<file path="config.mk">
export PLATFORM = sky130hd
export DESIGN_NAME = ram_fifo_ctrl
export DESIGN_NICKNAME = d
export VERILOG_FILES = /design/src/rtl/ram_fifo_ctrl_pkg.sv /design/src/rtl/ram_fifo_ctrl.sv
export SDC_FILE = /design/constraint.sdc
export NUM_CORES = 1
export LEC_CHECK = 0
export CAP_MARGIN = 20
export CORE_ASPECT_RATIO = 1.5
export CORE_UTILIZATION = 47
export DETAILED_ROUTE_END_ITERATION = 10
export PLACE_DENSITY = 0.78
export SLEW_MARGIN = 25
export SYNTH_ARGS = -nofsm -noshare
export SYNTH_HDL_FRONTEND = slang
export SYNTH_SLANG_ARGS = --single-unit
</file>
<file path="constraint.sdc">
create_clock -name clk -period 2.8 [get_ports clk]
set_input_delay 0.28 -clock clk [delete_from_list [all_inputs] [get_ports clk]]
set_output_delay 0.28 -clock clk [all_outputs]
set_load 0.01 [all_outputs]
</file>
<file path="src/rtl/ram_fifo_ctrl_pkg.sv">
// Shared FSM encoding and default widths for the RAM-backed byte FIFO controller.
package ram_fifo_ctrl_pkg;

  localparam int ADDR_W_DEF = 7;
  localparam int DATA_W_DEF = 8;

  typedef enum logic [1:0] {
    OUT_EMPTY = 2'd0,
    FETCH     = 2'd1,
    OUT_FULL  = 2'd2
  } state_t;

endpackage

</file>
<file path="src/rtl/ram_fifo_ctrl.sv">
// Byte FIFO on an external single-port sync RAM; first byte out 3 cycles after its write.
// Reads take the RAM port over writes; in_ready drops when full or a read is issued.
module ram_fifo_ctrl
  import ram_fifo_ctrl_pkg::*;
#(
  parameter int ADDR_W = ADDR_W_DEF,
  parameter int DATA_W = DATA_W_DEF
) (
  input  logic              clk,
  input  logic              rst,
  input  logic              in_valid,
  output logic              in_ready,
  input  logic [DATA_W-1:0] in_data,
  output logic              out_valid,
  input  logic              out_ready,
  output logic [DATA_W-1:0] out_data,
  output logic [ADDR_W:0]   fill,
  output logic              ram_we,
  output logic [ADDR_W-1:0] ram_addr,
  output logic [DATA_W-1:0] ram_din,
  input  logic [DATA_W-1:0] ram_dout
);

  localparam int DEPTH = 2 ** ADDR_W;
  localparam logic [ADDR_W:0]   CNT_FULL = (ADDR_W + 1)'(DEPTH);
  localparam logic [ADDR_W:0]   CNT_ONE  = 1;
  localparam logic [ADDR_W-1:0] PTR_ONE  = 1;

  state_t              state;
  state_t              state_nxt;
  logic [ADDR_W-1:0]   wr_ptr;
  logic [ADDR_W-1:0]   rd_ptr;
  logic [ADDR_W:0]     cnt;
  logic                rd_issue;
  logic                wr_fire;

  // A read is only launched when the output register will be free by the time data returns.
  assign rd_issue = ((state == OUT_EMPTY) || ((state == OUT_FULL) && out_ready)) &&
                    (cnt != '0);
  assign in_ready = (cnt < CNT_FULL) && !rd_issue && !rst;
  assign wr_fire  = in_valid && in_ready;

  assign ram_we    = wr_fire;
  assign ram_addr  = wr_fire ? wr_ptr : rd_ptr;
  assign ram_din   = in_data;
  assign out_valid = (state == OUT_FULL);
  assign fill      = cnt + {{ADDR_W{1'b0}}, out_valid};

  always_comb begin
    state_nxt = state;
    case (state)
      OUT_EMPTY: if (rd_issue) state_nxt = FETCH;
      FETCH:     state_nxt = OUT_FULL;
      OUT_FULL: begin
        if (out_ready) state_nxt = rd_issue ? FETCH : OUT_EMPTY;
      end
      default:   state_nxt = OUT_EMPTY;
    endcase
  end

  always_ff @(posedge clk or posedge rst) begin
    if (rst) begin
      state    <= OUT_EMPTY;
      wr_ptr   <= '0;
      rd_ptr   <= '0;
      cnt      <= '0;
      out_data <= '0;
    end else begin
      state <= state_nxt;
      if (wr_fire) begin
        wr_ptr <= wr_ptr + PTR_ONE;
        cnt    <= cnt + CNT_ONE;
      end else if (rd_issue) begin
        rd_ptr <= rd_ptr + PTR_ONE;
        cnt    <= cnt - CNT_ONE;
      end
      if (state == FETCH) out_data <= ram_dout;
    end
  end

endmodule
</file>
==> impl_metrics.env <==
export IMPL_syn_avg_cell_area_um2=11.2
export IMPL_cp_arrival_ps=2430
export IMPL_fin_crit_sh=0.968
export IMPL_clk_latency_ps=280
export IMPL_stdcell_area_um2=2320
export IMPL_io_buffers=37
export IMPL_final_core_util=0.631
export IMPL_slew_violations=0
export IMPL_critPathSlowestCell="clkdlybuf4s50_1"
export IMPL_vias_per_cell=5.50
export IMPL_drtAntennaViolNets=0
export IMPL_num_vias=1342
export IMPL_rr_startpoint="cnt[4]$_DFFE_PP0P_"
export IMPL_final_common_cell="clkdlybuf4s50_1"
export IMPL_syn_num_nets=196
export IMPL_r2r_slack_ps=220
export IMPL_layout_common_cells="clkdlybuf4s50_1, dfrtp_1, xnor2_1"
export IMPL_reg2reg_depth=10
export IMPL_yosysTopAreaCell="dfrtp_1"
export IMPL_timing_hold_ws_ps=434
export IMPL_drt_iter0_drc=8
export IMPL_antenna_found_initial=0
export IMPL_cts_max_level=2
export IMPL_synth_edff_count=0
export IMPL_clock_root_buffer="clkbuf_8"
export IMPL_place_area_um2=2190
export IMPL_cts_tree="built"
export IMPL_synth_area_leaders="dfrtp_1, xnor2_1, ha_1, mux2_1, mux2_2"
export IMPL_num_nets_final=232
export IMPL_ios=54
export IMPL_total_power_w=0.00290
export IMPL_yosys_warnings=0
export IMPL_max_stage_delay_ps=490
export IMPL_cts_sinks=32
export IMPL_p_leak_nw=1.01
export IMPL_synth_distinct_cells=36
export IMPL_grt_pass1_wl_um=6220
export IMPL_dr_pass1_iters=4
export IMPL_hold_viol_final=0
export IMPL_timing_rr_end="cnt[7]$_DFFE_PP0P_"
export IMPL_cp_start_kind="flip-flop"
export IMPL_holdBufCountCts=0
export IMPL_drc=0
export IMPL_gp_congestion=0.887
export IMPL_cp_max_fo=15
export IMPL_slew_headroom=0.619
export IMPL_min_period_ps=2710
export IMPL_syn_area_um2=1830
export IMPL_layout_drive_gt1_share=0.134
export IMPL_grt_usage=0.206
export IMPL_die_h_um=78.5
export IMPL_outcome="completed"
export IMPL_yosysSeqAreaShare=0.437
export IMPL_die_area_um2=4160
export IMPL_rows=27
export IMPL_cts_buffer_depth=2
export IMPL_synthFlopType="dfrtp_1"
export IMPL_end_kind="output port"
export IMPL_chipWidth_um=53.0
export IMPL_crit_chain="nor4_4 > a221oi_2 > nor2_4 > buf_6 > mux2_1 > clkdlybuf4s50_1"
export IMPL_start_util=0.497
export IMPL_required_ps=2520
export IMPL_powerDensity_nw_per_um2=1250
export IMPL_setup_viol=0
export IMPL_critPathKind="flip-flop to output port"
export IMPL_async_flop_share=1.00
export IMPL_skew_ps=7.77
export IMPL_yosysTopAreaCellShare=0.437
export IMPL_numCtsBuffers=5
export IMPL_synth_seq_cells=32
export IMPL_coreArea_um2=3680
export IMPL_grt_start_max_net_pins=33
export IMPL_fmax_mhz=369
export IMPL_grt_pass1_vias=1400
export IMPL_hold_class="input port to async pin"
export IMPL_clk_pin_slew_ps=70
export IMPL_area_growth_pct=26.9
export IMPL_max_cap_violations=0
export IMPL_ir_worst_vdd_uv=720
export IMPL_wl_um=3670
export IMPL_diodes=0
export IMPL_netlist_instances=164
export IMPL_routedWlPerCell_um=15.1
export IMPL_worst_slew_pin_slew_ps=571
export IMPL_grt_ovfl_total=0
export IMPL_dp_hpwl_um=2660
[sequential cells by signal, summed over array words and instances, names as in the netlist]
name / flops
state: 2
rd_ptr: 7
wr_ptr: 7
out_data: 8
cnt: 8
[synthesized netlist by cell type (all sizes together) (2+ instances only)]
library cell	count
o21ai	4
and3	5
a211oi	2
nand3	4
nand4	6
buf	11
o21a	2
nand2b	3
o31ai	2
nor4	2
nor3	2
ha	11
xor2	6
mux2	17
nor2	4
inv	6
dfrtp	32
nand2	14
a21oi	4
xnor2	16
[through the flow]
stage                     setup slack [ps]  std cells  TNS, ps
after floorplan                        257        164        0
after global placement                 253        236        0
after detailed placement               175        236        0
after CTS                             9.36        244        0
after global routing                 -29.3        244    -91.5
final                                 89.2        244        0
[layout make-up]
cell class | count | area (um^2)
sequential | 32 | 801
fill | 299 | 1360
inverter | 6 | 22.5
timing repair buffer | 41 | 404
tap | 43 | 53.8
clock buffer | 6 | 72.6
clock inverter | 2 | 35.0
multi-input combinational | 114 | 936
[metal layers]
| metal | part of all wire | GRT usage | up-vias |
|---|---|---|---|
| met1 | 0.39 | 0.233 | 666 |
| met5 | 0 | 0 | - |
| met2 | 0.55 | 0.347 | 32 |
| met3 | 0.042 | 0.0465 | 9 |
| met4 | 0.024 | 0.111 | 0 |
| li1 | - | - | 635 |
[cells by family after synthesis]
kind of cell,Yosys count,synth area share
simple gates,43,0.124
fa+ha+maj,12,0.0861
buf+inv,18,0.0635
xor+xnor,22,0.105
mux,18,0.110
compound gates,19,0.0744
flops,32,0.437
[how the worst max path moves through the flow]
stage / startpoint / to / slack (ps) / cells after the start
after global placement: cnt[4]$_DFFE_PP0P_ / ram_addr[2] / 250 / 6
final: cnt[4]$_DFFE_PP0P_ / ram_addr[0] / 90 / 6
after CTS: cnt[4]$_DFFE_PP0P_ / ram_addr[0] / 9 / 6
after global routing: cnt[4]$_DFFE_PP0P_ / ram_addr[1] / -30 / 6
after floorplan: cnt[4]$_DFFE_PP0P_ / cnt[7]$_DFFE_PP0P_ / 260 / 11
after detailed placement: out_ready / cnt[6]$_DFFE_PP0P_ / 180 / 11
[where the power goes]
group	internal [W]	leakage [nW]	switching [W]
sequential	0.000676	0.392	0.000246
combinational	0.000854	0.559	0.000691
clock	0.000264	0.0552	0.000167
[worst max-delay path: cells and delay by family, from the launching register on]
| kind | cells | cell delay, ps |
|---|---|---|
| AND/OR/NAND/NOR | 2 | 520 |
| flip-flops | 1 | 480 |
| multiplexers | 1 | 330 |
| AO/OA/AOI/OAI | 1 | 120 |
| buffers and inverters | 2 | 680 |
[repair_timing]
item	4_1_cts	5_1_grt
cloned	0	0
buffers inserted	0	0
setup endpoints to repair	7	7
gates resized for setup	1	3
(Power assumes the default switching activity.)
